File: config.mk
export PLATFORM = sky130hd
export DESIGN_NAME = conv_puncturer
export DESIGN_NICKNAME = d
export VERILOG_FILES = /design/src/rtl/conv_puncturer.sv
export SDC_FILE = /design/constraint.sdc
export NUM_CORES = 1
export LEC_CHECK = 0
export BUFFER_PORTS_ARGS = -buffer_cell sky130_fd_sc_hd__buf_2
export CORE_UTILIZATION = 25
export CTS_CLUSTER_SIZE = 14
export DETAILED_ROUTE_END_ITERATION = 10
export GPL_TIMING_DRIVEN = 0
export HOLD_SLACK_MARGIN = 0.02
export PLACE_DENSITY = 0.41
export SYNTH_ARGS = -nofsm -noshare
export SYNTH_HDL_FRONTEND = slang
export SYNTH_SLANG_ARGS = --single-unit
File: constraint.sdc
create_clock -name clk -period 4.6 [get_ports clk]
set_input_delay 0.23 -clock clk [delete_from_list [all_inputs] [get_ports clk]]
set_output_delay 0.23 -clock clk [all_outputs]
set_load 0.1 [all_outputs]
File: src/rtl/conv_puncturer.sv
// rtl/conv_puncturer.sv - punctures rate-1/2 coded pairs to 1/2, 2/3 or 3/4 and serialises kept bits through a bit FIFO
// Optional PUNCT_STATS_EN adds accepted-pair and punctured-bit counters.
module conv_puncturer #(
   parameter int DEPTH = 8
) (
   input  logic       clk,
   input  logic       rst,
   input  logic       in_valid,
   output logic       in_ready,
   input  logic [1:0] in_pair,
   input  logic       in_sop,
   input  logic [1:0] rate_sel,
   output logic       out_valid,
   input  logic       out_ready,
   output logic       out_bit
`ifdef PUNCT_STATS_EN
   ,
   output logic [31:0] pairs_in_cnt,
   output logic [31:0] bits_drop_cnt
`endif
);

   localparam int CW = $clog2(DEPTH) + 1;

   logic [DEPTH-1:0] fifo_q;
   logic [DEPTH-1:0] fifo_n;
   logic [CW-1:0]    count;
   logic [CW-1:0]    cnt_s;
   logic [CW-1:0]    cnt_s1;
   logic [CW-1:0]    count_n;
   logic [1:0]       phase;
   logic [1:0]       rate_q;
   logic             last_bit;

   logic       accept;
   logic       pop;
   logic [1:0] eff_rate;
   logic [1:0] eff_phase;
   logic [1:0] phase_n;
   logic       keep_a;
   logic       keep_b;
   logic       period_end;
   logic [1:0] n_push;
   logic       push_b0;
   logic       push_b1;

   assign in_ready  = !rst && (count <= CW'(DEPTH - 2));
   assign out_valid = (count != '0);
   assign out_bit   = out_valid ? fifo_q[0] : last_bit;
   assign accept    = in_valid && in_ready;
   assign pop       = out_valid && out_ready;

   // Rate only changes at a period boundary or on a frame start; otherwise the latched rate finishes its period.
   always_comb begin
      eff_rate   = rate_q;
      eff_phase  = phase;
      keep_a     = 1'b1;
      keep_b     = 1'b1;
      period_end = 1'b1;
      if (in_sop || phase == 2'd0)
         eff_rate = (rate_sel == 2'b11) ? 2'b00 : rate_sel;
      if (in_sop)
         eff_phase = 2'd0;
      case (eff_rate)
         2'b01: begin
            keep_b     = (eff_phase == 2'd0);
            period_end = (eff_phase == 2'd1);
         end
         2'b10: begin
            keep_a     = (eff_phase != 2'd2);
            keep_b     = (eff_phase != 2'd1);
            period_end = (eff_phase == 2'd2);
         end
         default: ;
      endcase
      phase_n = period_end ? 2'd0 : eff_phase + 2'd1;
   end

   // FIFO is a shift register with the head at bit 0; kept bits land just above the post-pop fill level.
   always_comb begin
      n_push  = accept ? ({1'b0, keep_a} + {1'b0, keep_b}) : 2'd0;
      push_b0 = keep_a ? in_pair[1] : in_pair[0];
      push_b1 = in_pair[0];
      fifo_n  = pop ? (fifo_q >> 1) : fifo_q;
      cnt_s   = count - CW'(pop);
      cnt_s1  = cnt_s + CW'(1);
      for (int i = 0; i < DEPTH; i++) begin
         if (n_push != 2'd0 && CW'(i) == cnt_s)
            fifo_n[i] = push_b0;
         if (n_push == 2'd2 && CW'(i) == cnt_s1)
            fifo_n[i] = push_b1;
      end
      count_n = cnt_s + CW'(n_push);
   end

   always_ff @(posedge clk) begin
      if (rst) begin
         fifo_q   <= '0;
         count    <= '0;
         phase    <= 2'd0;
         rate_q   <= 2'b00;
         last_bit <= 1'b0;
      end else begin
         fifo_q <= fifo_n;
         count  <= count_n;
         if (out_valid)
            last_bit <= fifo_q[0];
         if (accept) begin
            phase  <= phase_n;
            rate_q <= eff_rate;
         end
      end
   end

`ifdef PUNCT_STATS_EN
   logic [31:0] drop_now;

   assign drop_now = 32'd2 - 32'(n_push);

   always_ff @(posedge clk) begin
      if (rst) begin
         pairs_in_cnt  <= '0;
         bits_drop_cnt <= '0;
      end else if (accept) begin
         if (in_sop) begin
            pairs_in_cnt  <= 32'd1;
            bits_drop_cnt <= drop_now;
         end else begin
            pairs_in_cnt  <= pairs_in_cnt + 32'd1;
            bits_drop_cnt <= bits_drop_cnt + drop_now;
         end
      end
   end
`endif

endmodule

## Word-level counts from Yosys, hierarchy flattened

Index checks and enable logic that the tools add are counted.

| storage, ports and cells | value |
|---|---|
| logic and storage cells | 102 |
| flip-flop bits (word level) | 17 |
| output and inout port bits | 3 |

| cells by class | value |
|---|---|
| equal/unequal tests | 22 |
| reductions and logical operators | 35 |
| add/subtract/negate cells | 5 |
| $lt $le $gt $ge | 1 |
| mux-type cells | 27 |

Operators by type and width:

| cell | count |
|---|---|
| $eq A3 B4 Y1 const A | 8 |
| $reduce_bool A3 Y1 | 8 |
| $logic_and A1 B1 Y1 | 19 |
| $mux W1 | 19 |
| $eq A2 B4 Y1 const A | 4 |
| $mux W2 | 5 |
| $eq A1 B4 Y1 const A | 2 |
| $eq A2 B2 Y1 const B | 4 |
| $logic_not A4 Y1 | 2 |
| $mux W8 | 1 |
| $add A4 B1 Y4 const B | 1 |
| $add A4 B2 Y4 | 1 |
| $eq A2 B1 Y1 const B | 2 |
| $le A4 B3 Y1 const B | 1 |
| $logic_not A2 Y1 | 2 |
| $pmux W1 S2 | 2 |
| $reduce_bool A4 Y1 | 1 |
| $sub A4 B1 Y4 | 1 |
| $add A1 B1 Y2 | 1 |
| $add A2 B1 Y2 const B | 1 |
| $ne A2 B1 Y1 const B | 1 |
| $ne A2 B2 Y1 const B | 1 |
| $reduce_bool A2 Y1 | 1 |
| $logic_not A1 Y1 | 1 |
| $logic_or A1 B1 Y1 | 1 |

## Depth between registers and ports, before layout

Gate-level depths: netlist of the first run.

| depth | value |
|---|---|
| depth after elaboration | 11 |
| depth in mapped cells | 16 |
| depth with buffers taken out | 16 |

## Worst setup path before layout of the first run

OpenSTA, ideal clock, no wires.

| path | value |
|---|---|
| path type | reg-to-reg |
| start point | register count[3] |
| end point | register count[3] |
| setup slack | 1132 ps |
| path buffers | 1 |
| arrival time | 3347 ps |
| clock period less this slack | 3468 ps |
| setup time | 121 ps |
| stages on the path, launching flop included | 10 |
| required time | 4479 ps |
| path through | dfxtp_1 > buf_4 > a311oi_2 > and3_1 > ha_1 > a21oi_1 > nor2b_1 > xnor2_1 > o22ai_1 > mux2_2 |

| between the ends | value |
|---|---|
| cells in the longest elaborated chain, start to end | 5 |

Ends and longest elaborated chain:

| element | RTL line | RTL |
|---|---|---|
| start: declaration | 27 | `logic [CW-1:0] count;` |
| start signal: assignment | 105 | `count <= count_n;` |
| $le A4 B3 Y1 | 47 | `assign in_ready = !rst && (count <= CW'(DEPTH - 2));` |
| $logic_and A1 B1 Y1 | 47 |  |
| named net in_ready | 9 | `output logic in_ready,` |
| $logic_and A1 B1 Y1 | 50 | `assign accept = in_valid && in_ready;` |
| $mux W2 | 81 | `n_push = accept ? ({1'b0, keep_a} + {1'b0, keep_b}) : 2'd0;` |
| $add A4 B2 Y4 | 93 | `count_n = cnt_s + CW'(n_push);` |

The timed path passes the listed nets, and every way through them passes these cells.
A chain may end at the register's enable or synchronous reset.

## Worst setup path after layout of the first run

| path | value |
|---|---|
| start point | register count[2] |
| end point | register count[3] |

| between the ends | value |
|---|---|
| cells in the longest elaborated chain, start to end | 5 |

Ends and longest elaborated chain:

| element | RTL line |
|---|---|
| $le A4 B3 Y1 | 47 |
| $logic_and A1 B1 Y1 | 47 |
| $logic_and A1 B1 Y1 | 50 |
| $mux W2 | 81 |
| $add A4 B2 Y4 * | 93 |

Mark *: on every way between the ends. The rest lies on a longest branch, timed or not.

==> results of run 1 <==
[cell families after synthesis]
family	after synthesis	share of synthesized area, %
compound gates	41	22.0
xor+xnor	2	1.30
fa+ha+maj	11	10.8
buf+inv	16	5.41
flops	17	25.3
mux	9	7.36
simple gates	67	27.8
[cells in the mapped netlist, drive strengths merged (2+ instances only)]
cell / instances / share of area [%]
mux2: 4 / 3.6
and2: 6 / 3.2
nor2b: 8 / 3.7
clkbuf: 2 / 0.56
a211oi: 3 / 1.7
nand2b: 4 / 1.9
and3: 2 / 0.93
buf: 3 / 1.8
nor4: 3 / 1.4
o22ai: 3 / 1.4
a31oi: 2 / 0.93
o21ai: 9 / 3.4
a21oi: 7 / 2.6
xnor2: 2 / 1.3
nor3: 5 / 1.9
dfxtp: 17 / 25
mux2i: 5 / 3.7
nand2: 11 / 4.5
ha: 10 / 9.3
inv: 11 / 3.1
nor2: 15 / 4.4
nand4: 3 / 1.4
a221oi: 5 / 3.3
nand3: 7 / 2.6
o221ai: 2 / 1.3
[power breakdown]
| group | switching (mW) | internal (mW) | total [mW] |
|---|---|---|---|
| Clock | 0.0558 | 0.0603 | 0.116 |
| Combinational | 0.409 | 0.203 | 0.612 |
| Sequential | 0.0173 | 0.175 | 0.192 |
[final cells by class]
type	count	area, sq um	share of cell area (%)
Tap cell	70	87.6	5.72
Multi-Input combinational cell	130	930	60.7
Clock inverter	1	5.00	0.327
Timing Repair Buffer	11	55.1	3.59
Clock buffer	3	41.3	2.70
Inverter	11	41.3	2.70
Sequential cell	17	340	22.2
Buffer	5	31.3	2.04
[stage by stage]
step | hold WS [ns] | cell area [sq um] | setup WS [ns]
detailed placement | 0.449 | 1490 | 1.02
global placement | 0.445 | 1490 | 1.03
floorplan | 0.432 | 1340 | 1.13
global route | 0.404 | 1530 | 0.685
finish | 0.365 | 1530 | 1.04
CTS | 0.370 | 1530 | 1.01
[per-layer routing]
| layer | routed length (um) | GRT usage (%) | part of all wire [%] | vias to the layer above |
|---|---|---|---|---|
| met5 | 0 | 0 | 0 | - |
| met4 | 73 | 4.94 | 2.3 | 0 |
| met3 | 169 | 3.75 | 5.2 | 8 |
| met2 | 1530 | 22.2 | 47 | 30 |
| met1 | 1470 | 15.2 | 45 | 575 |
| li1 | - | - | - | 629 |
[sequential cells by signal (all words and copies together) (netlist names)]
name,count
last_bit,1
count,4
rate_q,2
phase,2
fifo_q,8
[critical path, stage by stage (launching register included)]
cell	delay [ns]
dfxtp_1	0.31
buf_6	0.13
or4_4	0.57
nand2_8	0.13
inv_1	0.09
ha_1	0.21
ha_1	0.27
clkbuf_1	0.28
inv_1	0.18
ha_1	0.31
a21oi_1	0.25
nor2b_1	0.09
xnor2_1	0.13
o22ai_1	0.15
mux2_2	0.34
[path summary, 6_finish.rpt]
check | start | endpoint | cells after the start
worst max-delay path | count[2]$_SDFF_PP0_ | count[3]$_SDFF_PP0_ | 14
worst min-delay path | rst | count[3]$_SDFF_PP0_ | 3
worst max register to register | count[2]$_SDFF_PP0_ | count[3]$_SDFF_PP0_ | 14
worst min register to register | phase[0]$_SDFFE_PP0N_ | phase[0]$_SDFFE_PP0N_ | 2
==> results.sh, run 1 <==
export IMPL_first_iter_violations=41
export IMPL_grt_setup_unrepaired="false"
export IMPL_ctsHtreeMaxLevel=1
export IMPL_hpwlAfterDp_um=2580
export IMPL_leakagePower_nw=0.638
export IMPL_synth_area_per_cell_sq_um=8.24
export IMPL_drive_gt1_share_pct=19.1
export IMPL_chipWidth_um=75.3
export IMPL_clk_pin_slew_ns=0.07
export IMPL_antenna_cells=0
export IMPL_hold_viol=0
export IMPL_powerDensity_nw_per_um2=601
export IMPL_drt_wirelength_per_cell_um=13.1
export IMPL_synthCells=163
export IMPL_outcome="complete, no violations"
export IMPL_async_flop_share_pct=0
export IMPL_cts_buffers=3
export IMPL_cp_max_fo=9
export IMPL_ir_worst_vdd_v=0.000311
export IMPL_core_sq_um=5140
export IMPL_antenna_left=0
export IMPL_setup_violations=0
export IMPL_chipHeight_um=75.3
export IMPL_rows=26
export IMPL_ctsResizeCount=0
export IMPL_max_slew_margin_pct=59.3
export IMPL_postCtsHoldBufs=0
export IMPL_p_total_mw=0.920
export IMPL_dr_pass1_iters=4
export IMPL_vias=1242
export IMPL_dp_cells=244
export IMPL_final_nets=199
export IMPL_post_cts_setup_buffers=0
export IMPL_io_pins=12
export IMPL_io_buffers=11
export IMPL_synthFlopType="dfxtp_1"
export IMPL_netlist_cell_type_count=46
export IMPL_routed_via_density=5.01
export IMPL_fillers=587
export IMPL_mostFrequentLayoutCells="dfxtp_1 (17), nor2_1 (14), buf_2 (12)"
export IMPL_min_path_type="input port to flip-flop"
export IMPL_layout_commonest_cell="dfxtp_1"
export IMPL_cts_sinks=17
export IMPL_arrival_ns=3.72
export IMPL_maxSlewViolCount=0
export IMPL_min_period_over_period_pct=77.4
export IMPL_fp_dieArea_sq_um=5670
export IMPL_first_global_vias=1201
export IMPL_area_growth_pct=14.1
export IMPL_gp_routability_congestion=0.883
export IMPL_drc=0
export IMPL_fin_worst_skew_ns=0.00828
export IMPL_fin_crit_ns=3.56
export IMPL_final_core_util_pct=29.8
export IMPL_rrSetupSlack_ns=1.04
export IMPL_syn_nets=183
export IMPL_worst_slew_pin_slew_ns=0.610
export IMPL_antenna_found_initial=0
export IMPL_synth_area_sq_um=1340
export IMPL_grt_pass1_wl_um=5490
export IMPL_worst_skew_pair_late_latency_ns=0.26
export IMPL_overflow=0
export IMPL_synth_seq_area_share_pct=25.3
export IMPL_synth_seq_cells=17
export IMPL_grt_usage_pct=12.9
export IMPL_yosysWarnings=0
export IMPL_fmax_mhz=281
export IMPL_wl_um=3240
export IMPL_setup_worst_path_end_class="flip-flop"
export IMPL_maxCapViolCount=0
export IMPL_worstPathRequired_ns=4.76
export IMPL_fin_setup_tns_ns=0
export IMPL_start_util_pct=26.1
export IMPL_startpoint_type="flip-flop"
export IMPL_final_cells=248
export IMPL_cts_max_path_buffers=2
export IMPL_cts_tree="built"
export IMPL_grt_max_degree=11
export IMPL_clockRootBuffer="clkbuf_8"
export IMPL_synth_edf_count=0
export IMPL_path_class="flip-flop to flip-flop"
(Power assumes the default switching activity.)
==> run 2: changes to the inputs <==
==> constraint.sdc (replaced) <==
create_clock -name clk -period 3.5 [get_ports clk]
set_input_delay 0.175 -clock clk [delete_from_list [all_inputs] [get_ports clk]]
set_output_delay 0.175 -clock clk [all_outputs]
set_load 0.1 [all_outputs]
==> run 2 against run 1 <==
Compared with the run above: count of clock-buffer cells in the layout is the same; non-clock buffer count grew 1; global-route usage grew 0.084 points; die area is the same; register-to-register slack lost 0.82 ns; highest routed layer unchanged.
==> results.sh, run 2 (synthesis gave the netlist of run 1 again) <==
export IMPL_outcome="complete, no violations"
export IMPL_grt_max_degree=11
export IMPL_hold_viol=0
export IMPL_setup_worst_path_end_class="flip-flop"
export IMPL_io_buffers=11
export IMPL_startpoint_type="flip-flop"
export IMPL_path_depth=16
export IMPL_timing_rr_end="count[3]$_SDFF_PP0_"
export IMPL_post_dp_cell_area_sq_um=1490
export IMPL_maxCapViolCount=0
export IMPL_clockRootBuffer="clkbuf_8"
export IMPL_min_path_type="input port to flip-flop"
export IMPL_dr_pass1_iters=4
export IMPL_antenna_found_initial=0
export IMPL_dp_cells=244
export IMPL_rrSetupSlack_ns=0.22
export IMPL_path_class="flip-flop to flip-flop"
export IMPL_cts_tree="built"
export IMPL_arrival_ns=3.44
export IMPL_path_buf_inv=2
export IMPL_cts_max_path_buffers=2
export IMPL_vias=1245
export IMPL_min_period_over_period_pct=93.8
export IMPL_holdWs_ns=0.310
export IMPL_antenna_left=0
export IMPL_fmax_mhz=304
export IMPL_biggestRegsByFlops="fifo_q: 8 flops, count: 4 flops"
export IMPL_fin_setup_tns_ns=0
export IMPL_cts_buffers=3
export IMPL_final_area_sq_um=1590
export IMPL_r2r_cells=16
export IMPL_maxSlewViolCount=0
export IMPL_mostFrequentLayoutCells="dfxtp_1 (17), nor2_1 (13), buf_2 (12)"
export IMPL_final_nets=200
export IMPL_layout_commonest_cell="dfxtp_1"
export IMPL_chipHeight_um=75.3
export IMPL_drive_gt1_share_pct=24.0
export IMPL_fin_crit_ns=3.28
export IMPL_grt_usage_pct=13.0
export IMPL_p_total_mw=1.24
export IMPL_final_cells=249
export IMPL_crit_chain="nand2b_1, inv_1, nor2_4, mux2i_2, inv_1, ha_1, a21oi_1, o21ai_0, ha_2, and3_1, ha_1, a21oi_2, nor2b_1, xnor2_1, o22ai_1, mux2_2"
export IMPL_largest_register_ffs=8
export IMPL_area_growth_pct=18.6
export IMPL_io_pins=12
export IMPL_wl_um=3340
export IMPL_max_stage_delay_ns=0.35
export IMPL_leakagePower_nw=0.644
export IMPL_powerDensity_nw_per_um2=781
export IMPL_timing_rr_start="phase[1]$_SDFFE_PP0N_"
export IMPL_first_global_vias=1204
export IMPL_setup_worst_path_start="phase[1]$_SDFFE_PP0N_"
export IMPL_antenna_cells=0
export IMPL_gp_routability_congestion=0.883
export IMPL_chipWidth_um=75.3
export IMPL_max_slew_margin_pct=58.3
export IMPL_start_util_pct=26.1
export IMPL_drc=0
export IMPL_fin_worst_skew_ns=0.00790
export IMPL_rows=26
export IMPL_cpLargestDelayFamily="adder cells"
export IMPL_postCtsHoldBufs=0
export IMPL_ctsHtreeMaxLevel=1
export IMPL_worst_slew_pin_slew_ns=0.626
export IMPL_fp_dieArea_sq_um=5670
export IMPL_drt_wirelength_per_cell_um=13.4
export IMPL_worstSetupEndpoint="count[3]$_SDFF_PP0_"
export IMPL_cp_slowest_cell="mux2_2"
export IMPL_cp_max_fo=5
export IMPL_overflow=0
export IMPL_first_iter_violations=32
export IMPL_regMostFlops="fifo_q"
export IMPL_grt_pass1_wl_um=5520
export IMPL_worst_skew_pair_late_latency_ns=0.26
export IMPL_worstPathRequired_ns=3.66
export IMPL_setup_violations=0
export IMPL_hpwlAfterDp_um=2580
export IMPL_core_sq_um=5140
export IMPL_routed_via_density=5.00
export IMPL_cts_sinks=17
export IMPL_clk_pin_slew_ns=0.07
export IMPL_ir_worst_vdd_v=0.000431
## run 2: what timing repair did
item,4_1_cts,5_1_grt
gates cloned,0,0
setup buffers,1,1
pin swaps,0,2
endpoints found under the setup margin,1,5
gates resized for setup,0,10
## run 2: layout make-up
cell class                      count  area (sq um)
Clock inverter                      1          5.00
Inverter                           11          41.3
Fill cell                         582          3550
Multi-Input combinational cell    130           980
Tap cell                           70          87.6
Sequential cell                    17           340
Buffer                              4          27.5
Timing Repair Buffer               13          70.1
Clock buffer                        3          41.3
## run 2: where the power goes
group / total, mW / switching, mW / internal, mW / leakage, nW
clock network: 0.153 / 0.0734 / 0.0792 / 0.0255
registers: 0.254 / 0.0241 / 0.230 / 0.138
logic: 0.837 / 0.542 / 0.295 / 0.480
## run 2: per-stage QoR
| step | worst slack [ns] | util, % |
|---|---|---|
| 4_1_cts | 0.0398 | 29.9 |
| 3_5_place_dp | -0.0681 | 28.9 |
| 2_1_floorplan | 0.0321 | - |
| 3_3_place_gp | -0.0678 | 28.9 |
| 6_report | 0.216 | 31.0 |
| 5_1_grt | -0.0255 | 31.0 |
## run 2: worst min-delay path by stage
stage	from	endpoint	cells after the start
finish	rst	count[3]$_SDFF_PP0_	3
global route	rst	count[3]$_SDFF_PP0_	3
CTS	rst	count[3]$_SDFF_PP0_	3
detailed placement	phase[0]$_SDFFE_PP0N_	phase[0]$_SDFFE_PP0N_	2
global placement	phase[1]$_SDFFE_PP0N_	phase[1]$_SDFFE_PP0N_	2
floorplan	rst	fifo_q[3]$_SDFFE_PP0P_	3
## run 2: worst register-to-register path: stages (launching register included)
cell and delay (ns):
dfxtp_1 0.31, nand2b_1 0.12, inv_1 0.12, nor2_4 0.20, mux2i_2 0.28, inv_1 0.07
ha_1 0.29, a21oi_1 0.10, o21ai_0 0.11, ha_2 0.21, and3_1 0.20, ha_1 0.31
a21oi_2 0.19, nor2b_1 0.08, xnor2_1 0.12, o22ai_1 0.14, mux2_2 0.35
## run 2: per-layer routing
layer / wire, um / vias up / global-route usage, %
met1: 1530 / 581 / 15.4
met2: 1600 / 27 / 22.3
met5: 0 / - / 0
met3: 151 / 6 / 3.75
li1: - / 631 / -
met4: 57 / 0 / 4.94
